<file path="config.mk">
export PLATFORM = sky130hd
export DESIGN_NAME = jtag_tap_oversampled
export DESIGN_NICKNAME = d
export VERILOG_FILES = /design/src/rtl/jtag_pkg.sv /design/src/rtl/jtag_edge_sync.sv /design/src/rtl/jtag_tap_oversampled.sv
export SDC_FILE = /design/constraint.sdc
export NUM_CORES = 1
export LEC_CHECK = 0
export ABC_AREA = 0
export ABC_CLOCK_PERIOD_IN_PS = 1700
export CORE_MARGIN = 5
export CORE_UTILIZATION = 40
export CTS_CLUSTER_SIZE = 40
export DETAILED_ROUTE_END_ITERATION = 16
export SYNTH_ARGS = -nofsm -noshare
export SYNTH_HDL_FRONTEND = slang
export SYNTH_SLANG_ARGS = --single-unit
</file>
<file path="constraint.sdc">
create_clock -name clk -period 1.7 [get_ports clk]
set_clock_uncertainty 0.2 [all_clocks]
set_input_delay 0.17 -clock clk [delete_from_list [all_inputs] [get_ports clk]]
set_output_delay 0.17 -clock clk [all_outputs]
set_load 0.05 [all_outputs]
</file>
<file path="src/rtl/jtag_pkg.sv">
// Shared TAP definitions: state encoding, instruction codes, DR select.
package jtag_pkg;

    localparam int unsigned IR_WIDTH = 4;

    typedef enum logic [3:0] {
        EXIT2_DR         = 4'h0,
        EXIT1_DR         = 4'h1,
        SHIFT_DR         = 4'h2,
        PAUSE_DR         = 4'h3,
        SELECT_IR        = 4'h4,
        UPDATE_DR        = 4'h5,
        CAPTURE_DR       = 4'h6,
        SELECT_DR        = 4'h7,
        EXIT2_IR         = 4'h8,
        EXIT1_IR         = 4'h9,
        SHIFT_IR         = 4'hA,
        PAUSE_IR         = 4'hB,
        RUN_TEST_IDLE    = 4'hC,
        UPDATE_IR        = 4'hD,
        CAPTURE_IR       = 4'hE,
        TEST_LOGIC_RESET = 4'hF
    } tap_state_t;

    localparam logic [IR_WIDTH-1:0] INSTR_IDCODE  = 4'b0001;
    localparam logic [IR_WIDTH-1:0] INSTR_USERREG = 4'b0010;
    localparam logic [IR_WIDTH-1:0] INSTR_BYPASS  = 4'b1111;
    localparam logic [IR_WIDTH-1:0] IR_CAPTURE    = 4'b0001;

    typedef enum logic [1:0] {
        DR_BYPASS,
        DR_IDCODE,
        DR_USER
    } dr_sel_t;

endpackage

</file>
<file path="src/rtl/jtag_edge_sync.sv">
// Synchronises the raw JTAG pins into clk and turns synced TCK transitions
// into single-cycle rise/fall pulses.
module jtag_edge_sync #(
    parameter int unsigned SYNC_STAGES = 2
) (
    input  logic clk,
    input  logic rst,
    input  logic tck,
    input  logic tms,
    input  logic tdi,
    output logic tck_rise,
    output logic tck_fall,
    output logic tms_sync,
    output logic tdi_sync
);

    logic [SYNC_STAGES-1:0] tck_chain;
    logic [SYNC_STAGES-1:0] tms_chain;
    logic [SYNC_STAGES-1:0] tdi_chain;
    logic                   tck_prev;

    // Equal-depth chains keep TMS/TDI aligned with the synced TCK edge.
    always_ff @(posedge clk) begin
        if (rst) begin
            tck_chain <= '0;
            tms_chain <= '0;
            tdi_chain <= '0;
            tck_prev  <= 1'b0;
        end else begin
            tck_chain <= {tck_chain[SYNC_STAGES-2:0], tck};
            tms_chain <= {tms_chain[SYNC_STAGES-2:0], tms};
            tdi_chain <= {tdi_chain[SYNC_STAGES-2:0], tdi};
            tck_prev  <= tck_chain[SYNC_STAGES-1];
        end
    end

    assign tck_rise = tck_chain[SYNC_STAGES-1] & ~tck_prev;
    assign tck_fall = ~tck_chain[SYNC_STAGES-1] & tck_prev;
    assign tms_sync = tms_chain[SYNC_STAGES-1];
    assign tdi_sync = tdi_chain[SYNC_STAGES-1];

endmodule

</file>
<file path="src/rtl/jtag_tap_oversampled.sv">
// Oversampled IEEE 1149.1 TAP with IR, IDCODE and BYPASS registers.
// Define JTAG_TAP_USERREG_EN to add the 8-bit USERREG data register.
module jtag_tap_oversampled
    import jtag_pkg::*;
#(
    parameter logic [31:0] IDCODE      = 32'h3BA0_0477,
    parameter int unsigned SYNC_STAGES = 2
) (
    input  logic                clk,
    input  logic                rst,
    input  logic                tck,
    input  logic                tms,
    input  logic                tdi,
    output logic                tdo,
    output logic                tdo_oe,
    output logic [3:0]          tap_state,
    output logic [IR_WIDTH-1:0] ir,
    output logic [7:0]          user_reg
);

    logic tck_rise, tck_fall, tms_sync, tdi_sync;

    jtag_edge_sync #(.SYNC_STAGES(SYNC_STAGES)) u_sync (
        .clk      (clk),
        .rst      (rst),
        .tck      (tck),
        .tms      (tms),
        .tdi      (tdi),
        .tck_rise (tck_rise),
        .tck_fall (tck_fall),
        .tms_sync (tms_sync),
        .tdi_sync (tdi_sync)
    );

    tap_state_t          state_q, state_d;
    logic [IR_WIDTH-1:0] ir_q, ir_sr;
    logic [31:0]         id_sr;
    logic                bypass_sr;
    logic                dr_lsb;
    logic                tdo_q, tdo_oe_q;
    dr_sel_t             dr_sel;

    always_comb begin
        dr_sel = DR_BYPASS;
        case (ir_q)
            INSTR_IDCODE:  dr_sel = DR_IDCODE;
`ifdef JTAG_TAP_USERREG_EN
            INSTR_USERREG: dr_sel = DR_USER;
`endif
            default:       dr_sel = DR_BYPASS;
        endcase
    end

    always_ff @(posedge clk) begin
        if (rst) state_q <= TEST_LOGIC_RESET;
        else     state_q <= state_d;
    end

    always_comb begin
        state_d = state_q;
        if (tck_rise) begin
            case (state_q)
                TEST_LOGIC_RESET: state_d = tms_sync ? TEST_LOGIC_RESET : RUN_TEST_IDLE;
                RUN_TEST_IDLE:    state_d = tms_sync ? SELECT_DR : RUN_TEST_IDLE;
                SELECT_DR:        state_d = tms_sync ? SELECT_IR : CAPTURE_DR;
                CAPTURE_DR:       state_d = tms_sync ? EXIT1_DR  : SHIFT_DR;
                SHIFT_DR:         state_d = tms_sync ? EXIT1_DR  : SHIFT_DR;
                EXIT1_DR:         state_d = tms_sync ? UPDATE_DR : PAUSE_DR;
                PAUSE_DR:         state_d = tms_sync ? EXIT2_DR  : PAUSE_DR;
                EXIT2_DR:         state_d = tms_sync ? UPDATE_DR : SHIFT_DR;
                UPDATE_DR:        state_d = tms_sync ? SELECT_DR : RUN_TEST_IDLE;
                SELECT_IR:        state_d = tms_sync ? TEST_LOGIC_RESET : CAPTURE_IR;
                CAPTURE_IR:       state_d = tms_sync ? EXIT1_IR  : SHIFT_IR;
                SHIFT_IR:         state_d = tms_sync ? EXIT1_IR  : SHIFT_IR;
                EXIT1_IR:         state_d = tms_sync ? UPDATE_IR : PAUSE_IR;
                PAUSE_IR:         state_d = tms_sync ? EXIT2_IR  : PAUSE_IR;
                EXIT2_IR:         state_d = tms_sync ? UPDATE_IR : SHIFT_IR;
                UPDATE_IR:        state_d = tms_sync ? SELECT_DR : RUN_TEST_IDLE;
                default:          state_d = TEST_LOGIC_RESET;
            endcase
        end
    end

    // Capture/shift/update act on the rising edge that leaves the state.
    always_ff @(posedge clk) begin
        if (rst) begin
            ir_q      <= INSTR_IDCODE;
            ir_sr     <= '0;
            id_sr     <= '0;
            bypass_sr <= 1'b0;
        end else if (tck_rise) begin
            case (state_q)
                TEST_LOGIC_RESET: ir_q  <= INSTR_IDCODE;
                CAPTURE_IR:       ir_sr <= IR_CAPTURE;
                SHIFT_IR:         ir_sr <= {tdi_sync, ir_sr[IR_WIDTH-1:1]};
                UPDATE_IR:        ir_q  <= ir_sr;
                CAPTURE_DR: begin
                    if (dr_sel == DR_IDCODE)      id_sr     <= IDCODE;
                    else if (dr_sel == DR_BYPASS) bypass_sr <= 1'b0;
                end
                SHIFT_DR: begin
                    if (dr_sel == DR_IDCODE)      id_sr     <= {tdi_sync, id_sr[31:1]};
                    else if (dr_sel == DR_BYPASS) bypass_sr <= tdi_sync;
                end
                default: ;
            endcase
        end
    end

`ifdef JTAG_TAP_USERREG_EN
    logic [7:0] user_sr, user_q;

    always_ff @(posedge clk) begin
        if (rst) begin
            user_sr <= '0;
            user_q  <= '0;
        end else if (tck_rise && dr_sel == DR_USER) begin
            case (state_q)
                CAPTURE_DR: user_sr <= user_q;
                SHIFT_DR:   user_sr <= {tdi_sync, user_sr[7:1]};
                UPDATE_DR:  user_q  <= user_sr;
                default: ;
            endcase
        end
    end

    assign user_reg = user_q;
`else
    assign user_reg = '0;
`endif

    always_comb begin
        dr_lsb = bypass_sr;
        case (dr_sel)
            DR_IDCODE: dr_lsb = id_sr[0];
`ifdef JTAG_TAP_USERREG_EN
            DR_USER:   dr_lsb = user_sr[0];
`endif
            default:   dr_lsb = bypass_sr;
        endcase
    end

    always_ff @(posedge clk) begin
        if (rst) begin
            tdo_q    <= 1'b0;
            tdo_oe_q <= 1'b0;
        end else if (tck_fall) begin
            if (state_q == SHIFT_IR) begin
                tdo_q    <= ir_sr[0];
                tdo_oe_q <= 1'b1;
            end else if (state_q == SHIFT_DR) begin
                tdo_q    <= dr_lsb;
                tdo_oe_q <= 1'b1;
            end else begin
                tdo_oe_q <= 1'b0;
            end
        end
    end

    assign tdo       = tdo_q;
    assign tdo_oe    = tdo_oe_q;
    assign tap_state = state_q;
    assign ir        = ir_q;

endmodule

</file>
==> results of run 1 <==
[final cells by class]
cell class / instances / area [sq um] / area share, %
timing repair buffer: 39 / 454 / 14.6
inverter: 3 / 11.3 / 0.362
clock buffer: 6 / 82.6 / 2.65
multi-input combinational: 185 / 1350 / 43.3
sequential: 54 / 1100 / 35.5
clock inverter: 2 / 15.0 / 0.483
tap: 77 / 96.3 / 3.10
[routing by layer]
metal,routed length (um),track usage [%],vias up
met5,0,0,-
met2,2340,21.4,21
met1,2470,18.5,918
li1,-,-,984
met4,74,4.33,0
met3,146,3.04,7
[kinds of logic (layout without fill, tap and decap cells)]
group | Yosys count | in the layout
other | 1 | 8
AO/OA/AOI/OAI | 61 | 61
AND/OR/NAND/NOR | 96 | 96
buffers and inverters | 36 | 50
multiplexers | 20 | 20
flip-flops | 54 | 54
[per-stage QoR]
step	area, sq um	TNS [ns]
finish	3110	-3.70
global route	3110	-5.43
CTS	3100	-4.41
detailed placement	2910	-3.71
global placement	2910	-2.64
floorplan	2620	-5.11
[worst max-delay path: stages, from the launching register on]
cell and delay (ns):
dfxtp_4 0.35, or4b_4 0.54, nor3_4 0.26, buf_6 0.17
buf_16 0.13, mux2i_1 0.16
[power by group]
part | internal (mW) | switching (mW) | leakage (nW)
clock | 0.338 | 0.429 | 0.0521
sequential | 1.27 | 0.0185 | 0.438
combinational | 0.0967 | 0.161 | 0.604
total | 1.71 | 0.608 | 1.09
[worst min path at each step]
stage	from	slack, ns	to	cells past startpoint
2_1_floorplan	tck	0.1	u_sync.tck_chain[0]	1
6_report	rst	0.03	id_sr[6]	3
4_1_cts	rst	0.01	id_sr[6]	3
3_5_place_dp	u_sync.tck_chain[0]	0.23	u_sync.tck_chain[1]	1
5_1_grt	rst	0.04	id_sr[6]	3
3_3_place_gp	u_sync.tms_chain[0]	0.22	u_sync.tms_chain[1]	1
[layout by cell type, fill, tap and decap left out, types with 11 or more instances in the layout]
master / netlist / final
or3b_2: 18 / 18
buf_4: 8 / 23
nor2_1: 18 / 18
a211oi_2: 0 / 11
a31oi_1: 17 / 17
nand2b_1: 23 / 23
dfxtp_1: 54 / 46
mux2i_1: 20 / 20
[registers in the layout, indices dropped and copies added (netlist names)]
name,flops
id_sr,32
tap_state,4
tdo,1
u_sync.tck_prev,1
u_sync.tck_chain,2
ir,4
u_sync.tms_chain,2
u_sync.tdi_chain,2
tdo_oe,1
bypass_sr,1
ir_sr,4
[timing repair]
item                       in CTS  in global routing
cloned                          2                  0
buffers inserted                1                  0
setup endpoints to repair      32                 32
pin swaps                       2                  1
resized for setup               7                  3
==> impl_metrics.env, run 1 <==
export IMPL_num_vias=1930
export IMPL_finalHoldViolations=0
export IMPL_end_kind="register"
export IMPL_cts_htree_levels=2
export IMPL_synth_xor_area_share_pct=0
export IMPL_status="finished, violations left"
export IMPL_finalSetupViolCount=32
export IMPL_core_area_sq_mm=0.00624
export IMPL_r2r_slack_ns=-0.17
export IMPL_max_freq_ghz=0.535
export IMPL_clk_path_buf_depth=2
export IMPL_rows=29
export IMPL_maxCapViolCount=0
export IMPL_grt_usage_pct=13.6
export IMPL_worstReg2RegStart="ir[3]"
export IMPL_netlist_area_sq_mm=0.00252
export IMPL_post_route_min_period_ns=1.87
export IMPL_place_ws_ns=-0.167
export IMPL_power_density_mw_per_mm2=744
export IMPL_first_pass_iters=5
export IMPL_dp_cells=355
export IMPL_synth_common_cells="dfxtp_1 (54), nand2b_1 (23), mux2i_1 (20)"
export IMPL_drive_above_1_share_pct=30.4
export IMPL_ir_drop_mv=0.523
export IMPL_syn_inst=268
export IMPL_start_util_pct=40.4
export IMPL_synthMuxAreaShare_pct=7.94
export IMPL_place_hpwl_um=2970
export IMPL_ys_flop_type="dfxtp_1"
export IMPL_grt_overflow=0
export IMPL_synth_top_family_by_area="simple AND/OR/NAND/NOR gates"
export IMPL_critPathLaunch="ir[3]"
export IMPL_synth_compound_area_share_pct=15.7
export IMPL_synth_cell_types=41
export IMPL_final_net_count=293
export IMPL_gp_congestion=0.779
export IMPL_cp_arrival_ns=1.92
export IMPL_clk_latency_ns=0.31
export IMPL_required_ns=1.75
export IMPL_cp_start_kind="register"
export IMPL_synth_area_top_cells="dfxtp_1 (43%), mux2i_1 (7.9%), or3b_2 (6.3%)"
export IMPL_fin_util_pct=49.8
export IMPL_synth_most_common_cell="dfxtp_1"
export IMPL_async_flop_share_pct=0
export IMPL_yosysTopAreaCell="dfxtp_1"
export IMPL_fp_dieH_um=89.4
export IMPL_yosysTopAreaCellShare_pct=42.9
export IMPL_fin_ws_ns=-0.169
export IMPL_drv_slew=0
export IMPL_rsz0062_at_grt="yes"
export IMPL_finalCritPeriodShare_pct=110
export IMPL_violations="negative setup slack"
export IMPL_wl_per_cell_um=13.8
export IMPL_ff2ff_path_depth=5
export IMPL_rr_endpoint="id_sr[15]"
export IMPL_dr_first_iter_drc_count=118
export IMPL_fin_cells=366
export IMPL_dieArea_sq_mm=0.00799
export IMPL_synthToLayoutAreaGrowth_pct=23.3
export IMPL_cts_tree="built"
export IMPL_yosys_area_share_simple_pct=25.9
export IMPL_finalPower_mw=2.31
export IMPL_ys_warn_count=0
export IMPL_synthAdderAreaFrac_pct=0
export IMPL_leakagePower_nw=1.09
export IMPL_vias_per_cell=5.27
export IMPL_worstSetupPathType="register to register"
export IMPL_port_buffers=14
export IMPL_synth_edf_count=0
export IMPL_ant_nets=0
export IMPL_hold_worst_slack_ns=0.0277
export IMPL_antenna_found_initial=0
export IMPL_clkSinkCount=54
export IMPL_wl_um=5040
export IMPL_hold_class="primary input to register"
export IMPL_grt_pass1_wl_um=8650
export IMPL_crit_end="id_sr[15]"
export IMPL_hold_buffers=0
export IMPL_path_clk_slew_ns=0.10
export IMPL_cp_max_fo=8
export IMPL_avgSynthCellArea_sq_um=9.41
export IMPL_cts_inserted_buffers=5
export IMPL_top_level_ports=23
export IMPL_drc=0
export IMPL_grt_pass1_vias=1857
export IMPL_grt_max_degree=65
export IMPL_root_buffer="clkbuf_8"
export IMPL_num_antenna_cells=0
export IMPL_ys_seq_area_share_pct=42.9
export IMPL_ys_seq_elements=54
export IMPL_die_w_um=89.4
export IMPL_num_fill_cells=611
Note: power is estimated with default switching activity, not from simulation.
==> run 2, diff against run 1 <==
--- a/config.mk
+++ b/config.mk
@@ -9,2 +9,3 @@
 export ABC_CLOCK_PERIOD_IN_PS = 1700
+export CAP_MARGIN = 20
 export CORE_MARGIN = 5
==> constraint.sdc (replaced) <==
create_clock -name clk -period 1.7 [get_ports clk]
set_clock_uncertainty 0.2 [all_clocks]
set_input_delay 0.34 -clock clk [delete_from_list [all_inputs] [get_ports clk]]
set_output_delay 0.34 -clock clk [all_outputs]
set_load 0.05 [all_outputs]
==> run 2 against run 1 <==
  * The run still ends with negative setup slack left
  * Count of clock-buffer cells in the layout did not move
  * Sequential power barely moved
  * Worst setup slack got worse by 0.0086 ns
  * Wire length rose by 4.0%
  * Flip-flop and latch count did not move
  * Clock power rose by 0.7%
  * Critical path depth did not move
==> impl_metrics.env, run 2 (synthesized netlist as in run 1, its figures left out) <==
export IMPL_fp_dieH_um=89.4
export IMPL_top_level_ports=23
export IMPL_seqCellArea_sq_mm=0.00111
export IMPL_largest_reg_flops=32
export IMPL_cts_tree="built"
export IMPL_drive_above_1_share_pct=30.2
export IMPL_layout_common_cells="dfxtp_1 (45), nand2b_1 (23), buf_4 (21), mux2i_1 (20)"
export IMPL_grt_pass1_vias=1876
export IMPL_status="finished, violations left"
export IMPL_finalPower_mw=2.33
export IMPL_fin_ws_ns=-0.178
export IMPL_dieArea_sq_mm=0.00799
export IMPL_num_antenna_cells=0
export IMPL_crit_chain="or4b_4, nor3_4, buf_12, clkbuf_16, mux2i_1"
export IMPL_place_ws_ns=-0.164
export IMPL_final_common_cell="dfxtp_1"
export IMPL_root_buffer="clkbuf_8"
export IMPL_end_kind="register"
export IMPL_wl_per_cell_um=14.1
export IMPL_clk_latency_ns=0.31
export IMPL_core_area_sq_mm=0.00624
export IMPL_drc=0
export IMPL_grt_max_degree=42
export IMPL_rows=29
export IMPL_ir_drop_mv=0.473
export IMPL_start_util_pct=40.4
export IMPL_finalCritPeriodShare_pct=110
export IMPL_drv_slew=0
export IMPL_gp_congestion=0.805
export IMPL_die_w_um=89.4
export IMPL_dr_first_iter_drc_count=218
export IMPL_tns_ns=-4.61
export IMPL_antenna_found_initial=0
export IMPL_grt_overflow=0
export IMPL_crit_buf_inv=2
export IMPL_hold_class="primary input to register"
export IMPL_maxCapViolCount=0
export IMPL_cts_inserted_buffers=5
export IMPL_first_pass_iters=4
export IMPL_cp_start_kind="register"
export IMPL_whs_path_depth=3
export IMPL_cp_max_fo=16
export IMPL_finalSetupViolCount=32
export IMPL_power_density_mw_per_mm2=718
export IMPL_place_hpwl_um=3210
export IMPL_cp_depth=5
export IMPL_grt_pass1_wl_um=8640
export IMPL_worstSetupPathType="register to register"
export IMPL_top_register="id_sr"
export IMPL_leakagePower_nw=1.16
export IMPL_required_ns=1.75
export IMPL_ff2ff_path_depth=5
export IMPL_path_clk_slew_ns=0.10
export IMPL_grt_usage_pct=13.6
export IMPL_num_vias=1958
export IMPL_violations="negative setup slack"
export IMPL_cp_arrival_ns=1.93
export IMPL_finalHoldViolations=0
export IMPL_slowest_stage="or4b_4"
export IMPL_port_buffers=14
export IMPL_clk_path_buf_depth=2
export IMPL_multi_input_area_sq_mm=0.00133
export IMPL_cpLargestDelayFamily="simple AND/OR/NAND/NOR gates"
export IMPL_max_freq_ghz=0.533
export IMPL_max_stage_delay_ns=0.56
export IMPL_ant_nets=0
export IMPL_synthToLayoutAreaGrowth_pct=28.6
export IMPL_clkSinkCount=54
export IMPL_wl_um=5240
export IMPL_cts_htree_levels=2
export IMPL_vias_per_cell=5.26
export IMPL_num_fill_cells=566
export IMPL_post_route_min_period_ns=1.88
export IMPL_final_net_count=299
export IMPL_rsz0062_at_grt="yes"
## run 2: path summary, 6_finish.rpt
kind / from / to / slack, ns
max: ir[3] / id_sr[11] / -0.18
min: rst / id_sr[4] / 0.20
max reg2reg: ir[3] / id_sr[11] / -0.18
min reg2reg: u_sync.tms_chain[0] / u_sync.tms_chain[1] / 0.25
## run 2: where the power goes
part | switching [mW] | internal (mW)
sequential | 0.0173 | 1.27
clock | 0.435 | 0.336
combinational | 0.163 | 0.107
total | 0.615 | 1.71
## run 2: cell type report
type / instances / share of cell area (%)
flip-flops and latches: 54 / 34.1
clock buffers: 6 / 2.55
multi-input cells: 185 / 40.9
clock inverters: 2 / 0.540
well taps: 77 / 2.97
repair buffers: 45 / 18.6
inverters: 3 / 0.347
## run 2: worst register-to-register path, stage by stage, from the launching register on
cell       delay [ns]
dfxtp_4          0.35
or4b_4           0.56
nor3_4           0.24
buf_12           0.14
clkbuf_16        0.17
mux2i_1          0.17
## run 2: metal layers
metal  GRT usage [%]  wire [um]
met5               0          0
met4            3.92         27
met3            3.59        149
met2            22.2       2480
met1            17.6       2580
## run 2: repair_timing
item	CTS	global route
buffers inserted	0	2
cloned	0	2
endpoints found under the setup margin	32	32
hold buffers	0	0
pin swaps	0	4
resized for setup	0	4
## run 2: metrics by stage
step | utilization (%) | hold WS, ns | instance area, sq um | std cells
6_report | 52.0 | 0.199 | 3240 | 372
3_3_place_gp | 48.9 | 0.218 | 3050 | 360
2_1_floorplan | - | 0.214 | 2620 | 275
5_1_grt | 52.0 | 0.221 | 3240 | 372
3_5_place_dp | 48.9 | 0.229 | 3050 | 360
4_1_cts | 50.5 | 0.195 | 3150 | 368
==> patch, RTL diff (config.mk and constraints of run 2) <==
Set the package constant `IR_WIDTH` to 6 (it was 4).
--- a/src/rtl/jtag_pkg.sv
+++ b/src/rtl/jtag_pkg.sv
@@ -1,7 +1,7 @@
 // Shared TAP definitions: state encoding, instruction codes, DR select.
 package jtag_pkg;
 
-    localparam int unsigned IR_WIDTH = 4;
+    localparam int unsigned IR_WIDTH = 6;
 
     typedef enum logic [3:0] {
         EXIT2_DR         = 4'h0,
Ports: changed (resized ir); port bits go from 23 to 25. The function was not compared with the original's and may differ.
==> patch against run 2 <==
Area after synthesis decreased by 4.5%. Cell area fell by 4.4%. Global-route usage shrank 0.30 points. Wire length decreased by 6.7%. Count of clock-buffer cells in the layout increased by 8. Sequential cell count rose by 4. Power up 24%. Worst setup slack gained 200 ps. Sequential power rose by 8%. Critical endpoint is now id_sr[19]. Largest power group unchanged.
==> patch: results (changes against run 2) <==
outcome=complete, no violations; wire length of the first global-routing pass=8090 um (-6.4%); number of fillers in the final layout=554 (-2.1%); first-pass iteration count of the detailed router=4 (unchanged); sum of overflow across all layers after global routing=0 (unchanged); number of global-route vias before repair=1734 (-7.6%); detailed placement HPWL=2970 um (-7.3%); async set or reset register ratio after synthesis=0% (unchanged); Max Slew Vio Count=0 (unchanged); antenna violations before repair=0 (unchanged); switch share=22.4% (-4.0 points); diode insertion count for antenna repair=0 (unchanged); arrival time reported for the critical path endpoint=1730 ps (-200 ps); pin count of the biggest net entering global routing=35 (-17%); via count=1891 (-3.4%); # port buffers=16 (+2); final core utilization=52.7% (+0.74 points); Overall Global Routing Usage=13.3% (-0.30 points); static leakage power=0.00111 uW (-4.4%); DRT iter0 DRCs=104 (-52%); count of H-tree levels built during CTS=3 (+1); share of the yosys chip area belonging to registers=48.2% (+5.4 points); Num CTS Buffers=9 (+4); minimum setup slack after placement=59.6 ps (+224 ps); detailed-route wire length per cell=12.9 um (-8.4%); placed inst area=2830 um2 (-7.3%); fraction of final layout cells with drive strength greater than 1=23.4% (-6.8 points); Max clock buf depth=2 (unchanged); top post-synthesis cells by count=sky130_fd_sc_hd__dfxtp_1, sky130_fd_sc_hd__nor2_1, sky130_fd_sc_hd__nor3_1, sky130_fd_sc_hd__a21oi_1, sky130_fd_sc_hd__nand2_1; multiplexer area fraction after synthesis=2.49% (-5.4 points); Worst IR Drop VDD=0.531 mV (+12%); clock transition at the registers of the reported paths=70 ps (-30 ps); Yosys cell types=38 (-7.3%); type of the tightest min-delay check=in -> reg; fraction of the mapped netlist area in compound gates=10.8% (-5.0 points); total number of nets in the final design=304 (+1.7%); largest cells by area after synthesis=sky130_fd_sc_hd__dfxtp_1, sky130_fd_sc_hd__nor3_1, sky130_fd_sc_hd__a21oi_1; last weighted congestion value of the routability-driven placer=0.762 (-5.4%); max reg flops=32 (unchanged)
==> patch: kinds of logic (layout without fill, tap and decap cells) <==
group | after synthesis | count (layout)
mux | 6 | 6
buf+inv | 35 | 55
flops | 58 | 58
simple gates | 135 | 135
other cells | 1 | 8
compound gates | 42 | 42
==> patch: metrics by stage <==
stage	instances	hold slack, ps
floorplan	284	214
CTS	378	219
global route	379	229
finish	379	220
detailed placement	362	225
global placement	362	220
==> patch: what timing repair did <==
item                                    CTS  global route
pin swaps                                 0             2
cloned                                    0             1
endpoints found under the setup margin    1            22
hold buffers                              0             0
resized for setup                         2             9
==> patch: cell type report <==
type | instances | share of cell area (%)
Clock buffer | 14 | 5.56
Sequential cell | 58 | 38.1
Timing Repair Buffer | 34 | 15.8
Tap cell | 75 | 3.02
Clock inverter | 2 | 1.13
Multi-Input combinational cell | 191 | 35.8
Inverter | 5 | 0.605
==> patch: final timing paths <==
check	start	slack (ps)	depth (start not counted)	end
max	tap_state[0]	20	5	id_sr[19]
min	rst	220	2	ir_sr[3]
max reg2reg	tap_state[0]	20	5	id_sr[19]
min reg2reg	u_sync.tck_chain[0]	240	1	u_sync.tck_chain[1]
==> patch: metal layers <==
layer  part of all wire [%]  vias up  track usage (%)
li1                       -      977                -
met1                     51      881             18.2
met2                     44       28             19.7
met3                    3.3        5             3.67
met4                    1.4        0             5.44
met5                      0        -                0
==> patch: critical path, cell delays in order, from the launching register on <==
cell and delay (ps):
sky130_fd_sc_hd__dfxtp_4 380, sky130_fd_sc_hd__and4bb_1 300, sky130_fd_sc_hd__and4_4 280, sky130_fd_sc_hd__clkbuf_16 180
sky130_fd_sc_hd__nand3_1 100, sky130_fd_sc_hd__a21oi_1 160
==> patch: power by group through the flow <==
stage,sequential [uW],combinational (uW),clock [uW]
final,1390,191,1300
after global routing,1390,205,1400
after CTS,1390,190,1330
after detailed placement,1420,190,0
after global placement,1420,189,0
after floorplan,1430,132,0
